File: src/rtl/instr_encoder_pkg.sv
// -----------------------------------------------------------------------------
// instr_encoder_pkg
// Shared definitions for the RiSC-16 instruction encoder:
//   - word / field widths (WORD_LEN, REG_ADDR_LEN, OPCODE_LEN)
//   - opcode constants ADD, ADDI, NAND, LUI, SW, LW, BEQ, JALR
//   - FSM state encodings (enc_state_e)
//   - encode_word(): packs instruction fields into a 16-bit word
//   - imm_legal():   immediate range test used when ENC_RANGE_CHECK_EN is set
// -----------------------------------------------------------------------------
package instr_encoder_pkg;

    localparam int WORD_LEN     = 16;
    localparam int REG_ADDR_LEN = 3;
    localparam int OPCODE_LEN   = 3;

    localparam logic [OPCODE_LEN-1:0] ADD  = 3'b000;
    localparam logic [OPCODE_LEN-1:0] ADDI = 3'b001;
    localparam logic [OPCODE_LEN-1:0] NAND = 3'b010;
    localparam logic [OPCODE_LEN-1:0] LUI  = 3'b011;
    localparam logic [OPCODE_LEN-1:0] SW   = 3'b100;
    localparam logic [OPCODE_LEN-1:0] LW   = 3'b101;
    localparam logic [OPCODE_LEN-1:0] BEQ  = 3'b110;
    localparam logic [OPCODE_LEN-1:0] JALR = 3'b111;

    typedef enum logic [1:0] {
        ST_IDLE  = 2'b00,
        ST_LOAD  = 2'b01,
        ST_FLUSH = 2'b10,
        ST_DONE  = 2'b11
    } enc_state_e;

    // Pack one instruction. The opcode and rega fields sit in the same place
    // for every format; the low 10 bits depend on the format.
    function automatic logic [WORD_LEN-1:0] encode_word(
        input logic [OPCODE_LEN-1:0]   op,
        input logic [REG_ADDR_LEN-1:0] ra,
        input logic [REG_ADDR_LEN-1:0] rb,
        input logic [REG_ADDR_LEN-1:0] rc,
        input logic [WORD_LEN-1:0]     imm
    );
        logic [WORD_LEN-1:0] w;
        w        = '0;
        w[15:13] = op;
        w[12:10] = ra;
        case (op)
            ADD, NAND: begin
                // RRR: bits [6:3] stay zero
                w[9:7] = rb;
                w[2:0] = rc;
            end
            LUI: begin
                // RI: upper 10 bits of the target value
                w[9:0] = imm[15:6];
            end
            JALR: begin
                // RRI with a forced zero immediate
                w[9:7] = rb;
            end
            default: begin
                // ADDI, SW, LW, BEQ: 7-bit signed immediate
                w[9:7] = rb;
                w[6:0] = imm[6:0];
            end
        endcase
        return w;
    endfunction

    // An RRI immediate fits in 7 signed bits only when bits [15:6] are all
    // copies of the sign. LUI can only represent multiples of 64.
    function automatic logic imm_legal(
        input logic [OPCODE_LEN-1:0] op,
        input logic [WORD_LEN-1:0]   imm
    );
        logic ok;
        ok = 1'b1;
        case (op)
            ADDI, SW, LW, BEQ: ok = (imm[15:6] == 10'h000) || (imm[15:6] == 10'h3FF);
            LUI:               ok = (imm[5:0] == 6'd0);
            default:           ok = 1'b1;
        endcase
        return ok;
    endfunction

endpackage

File: src/rtl/enc_fifo.sv
// -----------------------------------------------------------------------------
// enc_fifo
// Synchronous single-clock FIFO for encoded words, DEPTH x WIDTH.
// The head entry is presented combinationally on rdata so a word pushed on
// one edge is visible at the output right after that edge.
// Ports:
//   clk, rst      clock, synchronous active-high reset (empties the FIFO)
//   push, wdata   write strobe and data (caller must not push when full)
//   pop           remove head entry (caller must not pop when empty)
//   rdata         head entry
//   full, empty   occupancy flags
// -----------------------------------------------------------------------------
module enc_fifo #(
    parameter int DEPTH = 4,
    parameter int WIDTH = 16
) (
    input  logic             clk,
    input  logic             rst,
    input  logic             push,
    input  logic [WIDTH-1:0] wdata,
    input  logic             pop,
    output logic [WIDTH-1:0] rdata,
    output logic             full,
    output logic             empty
);

    localparam int AW = $clog2(DEPTH);
    localparam logic [AW:0] PTR_ONE = {{AW{1'b0}}, 1'b1};

    // Pointers carry one extra wrap bit to tell full from empty.
    logic [AW:0]      wr_ptr_q, wr_ptr_d;
    logic [AW:0]      rd_ptr_q, rd_ptr_d;
    logic [WIDTH-1:0] mem_q [DEPTH];
    logic [DEPTH-1:0] wen;

    always_comb begin
        wr_ptr_d = wr_ptr_q;
        rd_ptr_d = rd_ptr_q;
        if (push) begin
            wr_ptr_d = wr_ptr_q + PTR_ONE;
        end
        if (pop) begin
            rd_ptr_d = rd_ptr_q + PTR_ONE;
        end
    end

    always_ff @(posedge clk) begin
        if (rst) begin
            wr_ptr_q <= '0;
            rd_ptr_q <= '0;
        end else begin
            wr_ptr_q <= wr_ptr_d;
            rd_ptr_q <= rd_ptr_d;
        end
    end

    // One write enable per storage entry.
    genvar gi;
    generate
        for (gi = 0; gi < DEPTH; gi++) begin : g_wen
            localparam logic [AW-1:0] IDX = gi;
            assign wen[gi] = push && (wr_ptr_q[AW-1:0] == IDX);
        end
    endgenerate

    // Storage needs no reset: contents are only observed through valid pointers.
    always_ff @(posedge clk) begin
        for (int i = 0; i < DEPTH; i++) begin
            if (wen[i]) begin
                mem_q[i] <= wdata;
            end
        end
    end

    assign rdata = mem_q[rd_ptr_q[AW-1:0]];
    assign empty = (wr_ptr_q == rd_ptr_q);
    assign full  = (wr_ptr_q[AW] != rd_ptr_q[AW]) &&
                   (wr_ptr_q[AW-1:0] == rd_ptr_q[AW-1:0]);

endmodule

File: src/rtl/instr_encoder.sv
// -----------------------------------------------------------------------------
// instr_encoder
// Accepts RiSC-16 instruction fields during a load session, encodes them into
// 16-bit words, buffers them in enc_fifo and writes them to instruction memory
// at consecutive addresses starting at base_addr (address wraps at 0xFFFF).
//
// Session: start (IDLE->LOAD), finish (LOAD->FLUSH), FIFO drained
// (FLUSH->DONE), one cycle later back to IDLE with a done pulse in DONE.
//
// Ports:
//   clk, rst                     clock, synchronous active-high reset
//   start, base_addr             begin session, first write address
//   finish                       stop accepting fields
//   in_valid/in_ready            field handshake
//   opcode, rega, regb, regc, imm  instruction fields
//   mem_we/mem_ready             memory write handshake
//   mem_addr, mem_wdata          write address / encoded word
//   busy, done, err              status (err: illegal immediate dropped)
//
// Build option: define ENC_RANGE_CHECK_EN to drop transfers whose immediate
// cannot be represented and raise err; otherwise immediates are truncated
// and err is tied low.
// -----------------------------------------------------------------------------
module instr_encoder
    import instr_encoder_pkg::*;
#(
    parameter int FIFO_DEPTH = 4
) (
    input  logic                    clk,
    input  logic                    rst,
    input  logic                    start,
    input  logic [WORD_LEN-1:0]     base_addr,
    input  logic                    finish,
    input  logic                    in_valid,
    output logic                    in_ready,
    input  logic [OPCODE_LEN-1:0]   opcode,
    input  logic [REG_ADDR_LEN-1:0] rega,
    input  logic [REG_ADDR_LEN-1:0] regb,
    input  logic [REG_ADDR_LEN-1:0] regc,
    input  logic [WORD_LEN-1:0]     imm,
    output logic                    mem_we,
    input  logic                    mem_ready,
    output logic [WORD_LEN-1:0]     mem_addr,
    output logic [WORD_LEN-1:0]     mem_wdata,
    output logic                    busy,
    output logic                    done,
    output logic                    err
);

    enc_state_e          state_q;
    logic                busy_q;
    logic                done_q;
    logic [WORD_LEN-1:0] addr_q, addr_d;

    logic                xfer;
    logic                push;
    logic                pop;
    logic                fifo_full;
    logic                fifo_empty;
    logic [WORD_LEN-1:0] fifo_rdata;
    logic [WORD_LEN-1:0] enc_word;
    logic                start_ok;

    assign start_ok = (state_q == ST_IDLE) && start;
    assign enc_word = encode_word(opcode, rega, regb, regc, imm);

    // in_ready deliberately ignores a pop in the same cycle: a full FIFO
    // refuses input even when the memory is draining it.
    assign in_ready = (state_q == ST_LOAD) && !fifo_full;
    assign xfer     = in_valid && in_ready;

    assign mem_we    = !fifo_empty && ((state_q == ST_LOAD) || (state_q == ST_FLUSH));
    assign pop       = mem_we && mem_ready;
    assign mem_addr  = addr_q;
    assign mem_wdata = fifo_rdata;

`ifdef ENC_RANGE_CHECK_EN
    logic imm_ok;
    logic err_q, err_d;

    assign imm_ok = imm_legal(opcode, imm);
    // An illegal transfer still completes the handshake but never reaches
    // the FIFO, so the address counter does not advance for it.
    assign push   = xfer && imm_ok;

    always_comb begin
        err_d = err_q;
        if (start_ok) begin
            err_d = 1'b0;
        end else if (xfer && !imm_ok) begin
            err_d = 1'b1;
        end
    end

    always_ff @(posedge clk) begin
        if (rst) begin
            err_q <= 1'b0;
        end else begin
            err_q <= err_d;
        end
    end

    assign err = err_q;
`else
    assign push = xfer;
    assign err  = 1'b0;
`endif

    enc_fifo #(
        .DEPTH (FIFO_DEPTH),
        .WIDTH (WORD_LEN)
    ) u_fifo (
        .clk   (clk),
        .rst   (rst),
        .push  (push),
        .wdata (enc_word),
        .pop   (pop),
        .rdata (fifo_rdata),
        .full  (fifo_full),
        .empty (fifo_empty)
    );

    // Address counter: reloaded on an accepted start, stepped on each
    // completed memory write; 16-bit arithmetic wraps 0xFFFF -> 0x0000.
    always_comb begin
        addr_d = addr_q;
        if (start_ok) begin
            addr_d = base_addr;
        end else if (pop) begin
            addr_d = addr_q + 16'd1;
        end
    end

    always_ff @(posedge clk) begin
        if (rst) begin
            addr_q <= '0;
        end else begin
            addr_q <= addr_d;
        end
    end

    // Session FSM with registered busy/done. A transfer in the same cycle as
    // finish is still accepted because in_ready depends only on LOAD state.
    always_ff @(posedge clk) begin
        if (rst) begin
            state_q <= ST_IDLE;
            busy_q  <= 1'b0;
            done_q  <= 1'b0;
        end else begin
            done_q <= 1'b0;
            case (state_q)
                ST_IDLE: begin
                    if (start) begin
                        state_q <= ST_LOAD;
                        busy_q  <= 1'b1;
                    end
                end
                ST_LOAD: begin
                    if (finish) begin
                        state_q <= ST_FLUSH;
                    end
                end
                ST_FLUSH: begin
                    if (fifo_empty) begin
                        state_q <= ST_DONE;
                        done_q  <= 1'b1;
                    end
                end
                ST_DONE: begin
                    state_q <= ST_IDLE;
                    busy_q  <= 1'b0;
                end
                default: begin
                    state_q <= ST_IDLE;
                    busy_q  <= 1'b0;
                end
            endcase
        end
    end

    assign busy = busy_q;
    assign done = done_q;

endmodule

File: config.mk
export PLATFORM = sky130hd
export DESIGN_NAME = instr_encoder
export DESIGN_NICKNAME = d
export VERILOG_FILES = /design/src/rtl/instr_encoder_pkg.sv /design/src/rtl/enc_fifo.sv /design/src/rtl/instr_encoder.sv
export SDC_FILE = /design/constraint.sdc
export NUM_CORES = 1
export LEC_CHECK = 0
export BUFFER_PORTS_ARGS = -buffer_cell sky130_fd_sc_hd__buf_2
export CAP_MARGIN = 10
export CORE_ASPECT_RATIO = 0.9
export CORE_MARGIN = 2
export CORE_UTILIZATION = 57
export CTS_BUF_LIST = sky130_fd_sc_hd__clkbuf_4
export DETAILED_ROUTE_END_ITERATION = 10
export PLACE_DENSITY = 0.94
export SLEW_MARGIN = 20
export SYNTH_ARGS = -nofsm -noshare
export SYNTH_HDL_FRONTEND = slang
export SYNTH_SLANG_ARGS = --single-unit
File: constraint.sdc
create_clock -name clk -period 3.57 [get_ports clk]
set_input_delay 0.357 -clock clk [delete_from_list [all_inputs] [get_ports clk]]
set_output_delay 0.357 -clock clk [all_outputs]
set_load 0.02 [all_outputs]
==> metrics.txt, run 1 <==
status=finished, final reports clean; Residual DRC=0; highest clock rate=0.404 GHz; GP Congestion=between 0.8 and 0.9; CTS max path bufs=2; Bufs and invs on worst path=2; Tot Pwr=about 2700 uW; Critical Path Fanout Max=9; cell area after synthesis=4140 um^2; largest net degree at the start of global routing=33; min cycle time layout=~2500 ps; async set-or-reset flop fraction in the synthesized netlist=0%; vias in the first global route=~2,700; worst vdd ir=between 0.0002 and 0.0003 V; Critical Path End Type=output pin; Hold Slack=around 130 ps; # setup viols final=0; power per cell area=roughly 570 nW/um^2; final hold vios=0; multi-input logic area=approximately 1600 um^2; nets@finish=450; Netlist cell types=45; H-tree levels=3; starting density of the core=between 50% and 60%; MaxCap Viol Count=0; Port Buf Inserts=between 80 and 90; sequential cell area=approximately 2500 um^2; Synthesized Nets=around 370; DR iter-0 viols=~230; layout cells sized above 1=between 30% and 40%; Cell Chain, Critical Path=buf_4 -> mux4_2 -> buf_2; die area=7960 um^2; CTS sink cnt=92; gr ovfl total=0; fin. max-slew vios=0; DIE HEIGHT=84.9 um; setup_tns=0 ps; RSZ-0062 raised after global routing=false; Post-synth EDFFs=64; via count=between 2,000 and 3,000; Final Skew=14.5 ps; Post-CTS Hold Buffers=0; Worst Hold Launch=rega[1]; LEAKAGE=about 0.0017 uW; first-pass GRT wire length=~13,000 um; area added between synthesis and finish=15.3%; Seq cells post-synth=between 90 and 100; wire length on met1=3450 um; Clk Latency, worst-skew pair=between 400 and 500 ps; Die Wd=about 94 um; FILL cells=slightly above 500; sequential share of the synthesized area=between 50% and 60%; Startpoint Class=flop; fin crit share=between 60 and 70%; post-route ant nets=0; CP max stage delay=650 ps; metal2 WL=4370 um; worst reg2reg setup slack=1390 ps; predominant post-synthesis flop cell=edfxtp_1; Total Wirelength=8550 um; DRT Pass-1 Iters=5; DR top layer=met4; worst r2r src=state_q[1]$_SDFFE_PP0P_; Post-CTS Setup Bufs=0; yosys warns=0; Max stage delay cell, worst path=dfxtp_1; Cells after Synth=308; setup ws final=about 1100 ps; worst-margin pin slew=roughly 960 ps; Reg clk slew, reported paths=roughly 140 ps; crit path kind=flop to output pin; # rows=29; Antenna diodes=0; Rel. slew slack=35.7%; post-route cell area=between 4000 and 5000 um^2; initial antenna violation count=0; critical path arrival=between 2000 and 2500 ps; crit-path leading delay family=flip-flops; CTS root buffer=clkbuf_4; Ports=87; CTS tree=done; Avg Inst Size Synth=roughly 13 um^2; Post-Place Worst Slack=roughly 1400 ps; Core Area=~7000 um^2; half-perimeter wire length after placement=approximately 6000 um; Hold Path Class=primary input to flop; metal3 WL=between 500 and 600 um; GRT Util Overall=between 20 and 25%; Resize count post-CTS=0; placed cell area=about 4600 um^2; worst endpoint required time=around 3200 ps; Routed WL per cell=about 18 um; CTS Buf Count=9; Vias per Instance=roughly 6
-- power breakdown --
group | switching (uW) | total [uW] | internal, uW
combinational | 459 | 748 | 289
clock | 356 | 585 | 229
sequential | 108 | 1370 | 1270
total | 923 | 2710 | 1780
-- layer usage --
metal | vias to the layer above | GRT usage [%]
met3 | 22 | 4.09
li1 | 1375 | -
met5 | - | 0
met4 | 0 | 8.04
met1 | 1421 | 29.6
met2 | 112 | 36.0
-- final cells by class --
type / instances / area share, %
Clock inverter: 6 / 1.52
Timing Repair Buffer: 87 / 9.22
Sequential cell: 92 / 52.0
Inverter: 9 / 0.708
Clock buffer: 10 / 1.57
Tap cell: 93 / 2.44
Multi-Input combinational cell: 191 / 32.5
-- stage by stage --
stage,instances,utilization (%)
6_report,488,67.8
5_1_grt,488,67.8
4_1_cts,488,67.8
3_5_place_dp,472,65.7
3_3_place_gp,472,65.7
2_1_floorplan,308,-
-- worst paths after layout --
| path | depth (start not counted) | endpoint |
|---|---|---|
| worst max-delay path | 3 | mem_wdata[14] |
| worst max register to register | 6 | mem_addr[5]$_SDFFE_PP0P_ |
| worst min-delay path | 1 | u_fifo.mem_q[1][11]$_DFFE_PP_ |
| worst min register to register | 2 | busy$_SDFFE_PP0P_ |
-- flip-flops by register name, summed over array words and instances, names as in the netlist, named ones only --
name	count
u_fifo.rd_ptr_q	3
u_fifo.wr_ptr_q	3
state_q	2
busy	1
mem_addr	16
u_fifo.mem_q	64
done	1
-- cells in the final DEF, fill, tap and decap left out, types with 2 or more instances in the layout --
| cell | instances |
|---|---|
| mux4_2 | 16 |
| a211oi_1 | 2 |
| buf_4 | 2 |
| and2_1 | 5 |
| a311oi_1 | 12 |
| clkbuf_4 | 10 |
| or4_1 | 8 |
| ha_1 | 10 |
| nor3b_1 | 3 |
| o21ai_0 | 10 |
| or3_1 | 7 |
| and3_1 | 2 |
| mux2_2 | 3 |
| o31ai_1 | 9 |
| a22o_1 | 8 |
| clkinvlp_4 | 3 |
| xor2_1 | 3 |
| inv_1 | 9 |
| a31oi_1 | 4 |
| and4_1 | 3 |
| nor2_1 | 25 |
| nand3_1 | 6 |
| dfxtp_1 | 28 |
| nand4_1 | 3 |
| nand3b_1 | 2 |
| nor2b_1 | 4 |
| a31oi_2 | 2 |
| a21oi_1 | 6 |
| xnor2_1 | 7 |
| nand2_1 | 13 |
| edfxtp_1 | 64 |
| nor3_1 | 6 |
| nor4_1 | 3 |
| buf_2 | 85 |
-- cell usage after synthesis, types with 4 or more instances --
cell,count,area [um^2]
clkbuf_1,9,33.8
ha_1,10,125
inv_1,9,33.8
xnor2_1,7,61.3
a311oi_1,12,105
or4_1,8,60.1
dfxtp_1,28,561
nor2_1,25,93.8
and2_1,5,31.3
o21ai_0,10,50.1
mux4_2,16,360
edfxtp_1,64,1920
a22o_1,8,70.1
a21oi_1,6,30.0
or3_1,7,43.8
nand3_1,6,30.0
o31ai_1,9,67.6
nor2b_1,4,25.0
nor3_1,6,30.0
nand2_1,13,48.8
a31oi_1,5,31.3
-- cells by family after synthesis --
group | synth area share (%)
mux | 9.76
buf+inv | 2.69
other cells | 0.0905
compound gates | 10.3
simple gates | 12.1
fa+ha+maj | 3.02
xor+xnor | 2.11
flops | 59.9
Power figures use the tool's default switching activity.
==> run 2: changes to the inputs <==
Settings changed: CORE_UTILIZATION 57 to 56, PLACE_DENSITY 0.94 to 0.92.
Clock period 3.57 ns to 2.55 ns, I/O delays scaled along.
==> run 2 against run 1 <==
  * Wire length increased by 1.3%
  * Flip-flop and latch count is the same
  * Cell count up 1.6%
  * Clock skew is 12 ps higher
  * Final area up 0.92%
  * Combinational power up 43%
  * Critical path type is now flop to flop
  * Critical endpoint is now mem_addr[11]$_SDFFE_PP0P_
==> metrics.txt, run 2 (synthesis gave the netlist of run 1 again) <==
H-tree levels=3 (unchanged); most common cell after layout, fill and taps aside=buf_2 (unchanged); CTS max path bufs=2 (unchanged); worst reg-to-reg path cell count=6 (unchanged); starting density of the core=58.2% (was 58.8%); Largest register FFs=64 (unchanged); Critical Path End Type=flop (was output pin); DRT Pass-1 Iters=4 (was 5); Total Wirelength=8660 um (was 8550 um); fin crit share=between 80% and 90%; CTS tree=done (unchanged); final hold vios=0 (unchanged); Port Buf Inserts=85 (unchanged); highest clock rate=0.465 GHz; DIE HEIGHT=85.6 um (was 84.9 um); hold path depth=3 (was 1); worst r2r src=state_q[0]$_SDFFE_PP0P_ (was state_q[1]$_SDFFE_PP0P_); Ports=87 (unchanged); initial antenna violation count=0 (unchanged); status=finished, final reports clean (unchanged); Routed WL per cell=17.5 um (about the same); worst reg2reg setup slack=400 ps (was 1390 ps); Rel. slew slack=62.4% (was 35.7%); CTS Buf Count=9 (unchanged); # setup viols final=0 (unchanged); gr ovfl total=0 (unchanged); Worst Hold Launch=base_addr[5] (was rega[1]); setup ws final=401 ps (was 1100 ps); Final Skew=26.3 ps (was 14.5 ps); first-pass GRT wire length=13,800 um (was 13,200 um); min cycle time layout=about 2100 ps; setup_tns=0 ps (unchanged); nets@finish=458 (was 450); Vias per Instance=5.98 (was 6.00); Antenna diodes=0 (unchanged); Startpoint Class=flop (unchanged); GP Congestion=0.908 (was 0.851); worst-margin pin slew=558 ps (was 962 ps); Clk Latency, worst-skew pair=460 ps (was 430 ps); Hold Path Class=primary input to flop (unchanged); fin. max-slew vios=0 (unchanged); largest register by flop count=u_fifo.mem_q (unchanged); crit path kind=flop to flop (was flop to output pin); GRT Util Overall=22.5% (was 21.9%); worst hold path endpoint=mem_addr[5]$_SDFFE_PP0P_ (was u_fifo.mem_q[1][11]$_DFFE_PP_); Tot Pwr=3730 uW (was 2710 uW); post-route ant nets=0 (unchanged); Reg clk slew, reported paths=150 ps (was 140 ps); worst vdd ir=0.000387 V (was 0.000293 V); worst endpoint required time=2910 ps (was 3210 ps); Post-Place Worst Slack=432 ps (was 1420 ps); Resize count post-CTS=0 (unchanged); RSZ-0062 raised after global routing=false (unchanged); LEAKAGE=0.00175 uW (was 0.00172 uW); CTS sink cnt=92 (unchanged); critical path arrival=2510 ps (was 2120 ps); half-perimeter wire length after placement=5980 um (was 5990 um); vias in the first global route=2,872 (was 2,716); CTS root buffer=clkbuf_4 (unchanged); MaxCap Viol Count=0 (unchanged); Residual DRC=0 (unchanged); # rows=29 (unchanged); via count=2,965 (was 2,930); power per cell area=773 nW/um^2 (was 567 nW/um^2); die area=8100 um^2 (was 7960 um^2); largest net degree at the start of global routing=30 (was 33); Core Area=7110 um^2 (was 7040 um^2); Critical Path Fanout Max=27 (was 9); Critical Path Start=state_q[0]$_SDFFE_PP0P_; area added between synthesis and finish=16.3% (was 15.3%); DR iter-0 viols=256 (was 228); Hold Slack=56.1 ps (was 134 ps); commonest non-fill, non-tap cells in the layout=buf_2, edfxtp_1, dfxtp_1 (unchanged); Crit Reg-Reg Endpoint=mem_addr[11]$_SDFFE_PP0P_ (was mem_addr[5]$_SDFFE_PP0P_); Die Wd=94.7 um (was 93.9 um); layout cells sized above 1=32.5% (was 32.2%)
## run 2: worst max-delay path, stage by stage, from the launching register on
cell and delay, ps:
dfxtp_1 410, inv_1 80, ha_1 340, nand2_1 130
a31o_4 320, or4_1 520, a311oi_1 260
## run 2: worst max-delay path by stage
stage	end	slack, ps	cells past startpoint
3_5_place_dp	mem_addr[5]$_SDFFE_PP0P_	430	6
4_1_cts	mem_addr[11]$_SDFFE_PP0P_	400	6
3_3_place_gp	mem_addr[11]$_SDFFE_PP0P_	570	6
6_report	mem_addr[11]$_SDFFE_PP0P_	400	6
5_1_grt	mem_addr[7]$_SDFFE_PP0P_	250	6
2_1_floorplan	u_fifo.mem_q[3][0]$_DFFE_PP_	480	2
## run 2: repair_timing
| item | in CTS | in global routing |
|---|---|---|
| hold buffers | 3 | 0 |
| endpoints found under the setup margin | 0 | 0 |
| setup buffers | 0 | 0 |
| endpoints found under the hold margin | 11 | 0 |
## run 2: routing by layer
metal / global-route usage [%] / vias to the layer above / part of all wire [%]
met3: 4.75 / 16 / 4.9
met2: 36.5 / 99 / 52
met5: 0 / - / 0
met1: 29.3 / 1456 / 41
met4: 10.4 / 0 / 2.1
li1: - / 1394 / -
## run 2: through the flow
stage / utilization, % / cells / cell area [um^2]
after detailed placement: 65.6 / 477 / 4660
after floorplan: - / 308 / 4140
after global placement: 65.6 / 477 / 4660
final: 67.8 / 496 / 4820
after global routing: 67.8 / 496 / 4820
after CTS: 67.8 / 496 / 4820
## run 2: final cells by class
class                      count  area [um^2]
sequential                    92         2480
fill                         519         2290
multi-input combinational    191         1550
timing repair buffer          95          508
tap                           93          116
clock buffer                   9         67.6
clock inverter                 7         56.3
inverter                       9         33.8
## run 2: report_power, final
| part | internal, uW | leakage, uW | switching (uW) |
|---|---|---|---|
| clock | 214 | 0.0000629 | 526 |
| sequential | 1770 | 0.000811 | 143 |
| combinational | 420 | 0.000881 | 653 |
==> run 3: changes to the inputs <==
Settings changed: CORE_UTILIZATION 56 to 51, PLACE_DENSITY 0.92 to 0.89.
Clock period 2.55 ns to 1.85 ns, I/O delays scaled along.
==> run 3 against run 2 <==
  * The run now ends with setup timing left
  * Sequential share of layout area is 4.9 points lower
  * Final area is 12% higher
  * Register-to-register slack lost 420 ps
  * Global-route usage about the same
  * Total power increased by 54%
  * Core utilization fell by 0.18 points
  * Clock power increased by 51%
  * Sequential power rose by 39%
  * Flip-flop and latch count unchanged
  * Combinational power is 85% higher
  * Worst setup slack lost 420 ps
  * Highest routed layer unchanged
==> metrics.txt, run 3 (synthesis gave the netlist of run 1 again) <==
status=finished, violations left (was finished, final reports clean); violated checks=setup timing; CP max stage delay=490 ps (was 520 ps); GRT Util Overall=22.6% (was 22.5%); placed cells=501 (was 477); worst reg2reg setup slack=-20 ps (was 400 ps); post-route cell area=5370 um^2 (was 4820 um^2); Residual DRC=0 (unchanged); DRT Pass-1 Iters=5 (was 4); CTS sink cnt=92 (unchanged); Crit. path cell count=6 (unchanged); most common cell after layout, fill and taps aside=buf_2 (unchanged); worst vdd ir=0.000511 V (was 0.000387 V); die area=8860 um^2 (was 8100 um^2); highest clock rate=0.536 GHz (was 0.465 GHz); Final Skew=13.6 ps (was 26.3 ps); DIE HEIGHT=89.5 um (was 85.6 um); Bufs and invs on worst path=1 (unchanged); sequential cell area=2500 um^2 (was 2480 um^2); Clk Latency, worst-skew pair=440 ps (was 460 ps); worst endpoint required time=2190 ps (was 2910 ps); Vias per Instance=6.05 (was 5.98); MaxCap Viol Count=0 (unchanged); min cycle time layout=1870 ps (was 2150 ps); post-route ant nets=0 (unchanged); Crit Reg-Reg Endpoint=mem_addr[7]$_SDFFE_PP0P_ (was mem_addr[11]$_SDFFE_PP0P_); RSZ-0062 raised after global routing=true (was false); FILL cells=507 (was 519); largest register by flop count=u_fifo.mem_q (unchanged); power per cell area=1070 nW/um^2 (was 773 nW/um^2); CTS root buffer=clkbuf_4 (unchanged); gr ovfl total=0 (unchanged); half-perimeter wire length after placement=6370 um (was 5980 um); crit path kind=flop to flop (unchanged); final core utilization=67.6% (was 67.8%); fin crit share=101% (was 84.3%); Ports=87 (unchanged); Post-Place Worst Slack=-152 ps (was 432 ps); Max stage delay cell, worst path=or4_4 (was or4_1); Reg clk slew, reported paths=150 ps (about the same); Core Area=7950 um^2 (was 7110 um^2); nets@finish=485 (was 458); critical path arrival=2210 ps (was 2510 ps); setup ws final=-15.9 ps (was 401 ps); setup_tns=-33.3 ps (was 0 ps); initial antenna violation count=0 (unchanged); layout cells sized above 1=42.4% (was 32.5%); Largest register FFs=64 (unchanged); final hold vios=0 (unchanged); CTS tree=done (unchanged); # rows=31 (was 29); CTS max path bufs=2 (unchanged); GP Congestion=0.838 (was 0.908); crit-path leading delay family=simple AND/OR/NAND/NOR gates (unchanged); Worst Hold Launch=base_addr[14] (was base_addr[5]); multi-input logic area=1690 um^2 (was 1550 um^2); DR iter-0 viols=305 (was 256); # setup viols final=4 (was 0); hold path depth=3 (unchanged); worst reg-to-reg path cell count=6 (unchanged); LEAKAGE=0.00197 uW (was 0.00175 uW); via count=3,194 (was 2,965); first-pass GRT wire length=15,200 um (was 13,800 um); Startpoint Class=flop (unchanged); H-tree levels=3 (unchanged); Critical Path End Type=flop (unchanged); fin. max-slew vios=0 (unchanged); worst hold path endpoint=mem_addr[14]$_SDFFE_PP0P_ (was mem_addr[5]$_SDFFE_PP0P_); worst r2r src=state_q[0]$_SDFFE_PP0P_ (unchanged); CTS Buf Count=9 (unchanged); Port Buf Inserts=85 (unchanged); Routed WL per cell=19.6 um (was 17.5 um); Non-Filler Instances=528 (was 496); starting density of the core=52.1% (was 58.2%); Antenna diodes=0 (unchanged); Total Wirelength=10,400 um (was 8660 um); commonest non-fill, non-tap cells in the layout=buf_2, edfxtp_1, nor2_1 (was buf_2, edfxtp_1, dfxtp_1); Critical Path Fanout Max=6 (was 27); Hold Path Class=primary input to flop (unchanged); placed cell area=4870 um^2 (was 4660 um^2); worst-margin pin slew=606 ps (was 558 ps); area added between synthesis and finish=29.7% (was 16.3%); Rel. slew slack=59.6% (was 62.4%); vias in the first global route=3,069 (was 2,872); largest net degree at the start of global routing=30 (unchanged); Cell Chain, Critical Path=inv_2 -> ha_4 -> nand2_4 -> a31o_4 -> or4_4 -> a311oi_2 (was inv_1 -> ha_1 -> nand2_1 -> a31o_4 -> or4_1 -> a311oi_1); Die Wd=99.0 um (was 94.7 um)
[run 3: cell types whose count changed in the layout (fill, tap and decap cells not counted), moves of 3 or more]
cell     before  now
dfxtp_2       0   10
buf_4         7   24
xnor2_1       7    4
buf_2        85   69
buf_6         0   17
buf_12        0    5
dfxtp_1      28   16
[run 3: final cells by class]
cell class                 instances  share of cell area, %
clock buffer                       9                   1.26
timing repair buffer             120                   16.5
tap                               99                   2.31
inverter                           9                  0.629
clock inverter                     6                   1.35
multi-input combinational        193                   31.4
sequential                        92                   46.6
[run 3: how the worst max path moves through the flow]
stage                             startpoint                         to  slack [ps]
floorplan           mem_addr[6]$_SDFFE_PP0P_  mem_addr[11]$_SDFFE_PP0P_           4
global placement     state_q[0]$_SDFFE_PP0P_  mem_addr[13]$_SDFFE_PP0P_          -5
detailed placement   state_q[0]$_SDFFE_PP0P_   mem_addr[7]$_SDFFE_PP0P_        -150
CTS                                     flop              mem_wdata[15]         -20
global route         state_q[0]$_SDFFE_PP0P_   mem_addr[7]$_SDFFE_PP0P_         -80
finish               state_q[0]$_SDFFE_PP0P_   mem_addr[7]$_SDFFE_PP0P_         -20
[run 3: metrics by stage]
stage	power [uW]	hold slack, ps
2_1_floorplan	3680	284
3_3_place_gp	4250	399
3_5_place_dp	4330	404
4_1_cts	5620	8.20
5_1_grt	6020	8.11
6_report	5750	5.32
[run 3: worst min-delay path, cell delays in order]
cell and delay [ps]:
buf_2 90, nor2_1 90, a311oi_1 50
[run 3: power breakdown]
group          internal (uW)  total (uW)  switching [uW]
Sequential              2450        2650             198
Clock                    419        1120             699
Combinational            881        1980            1100
[run 3: timing repair]
| action | CTS | global route |
|---|---|---|
| hold endpoints to repair | 12 | 1 |
| cloned | 3 | 0 |
| pin swaps | 5 | 12 |
| setup endpoints to repair | 29 | 32 |
| resized for setup | 38 | 27 |
| hold buffers | 3 | 1 |
| buffers inserted | 2 | 3 |
[run 3: metal layers]
layer / up-vias / share of wire (%) / track usage [%]
met5: - / 0 / 0
li1: 1450 / - / -
met1: 1567 / 38 / 27.8
met3: 24 / 5.6 / 3.36
met4: 0 / 2.8 / 10.6
met2: 153 / 53 / 39.9
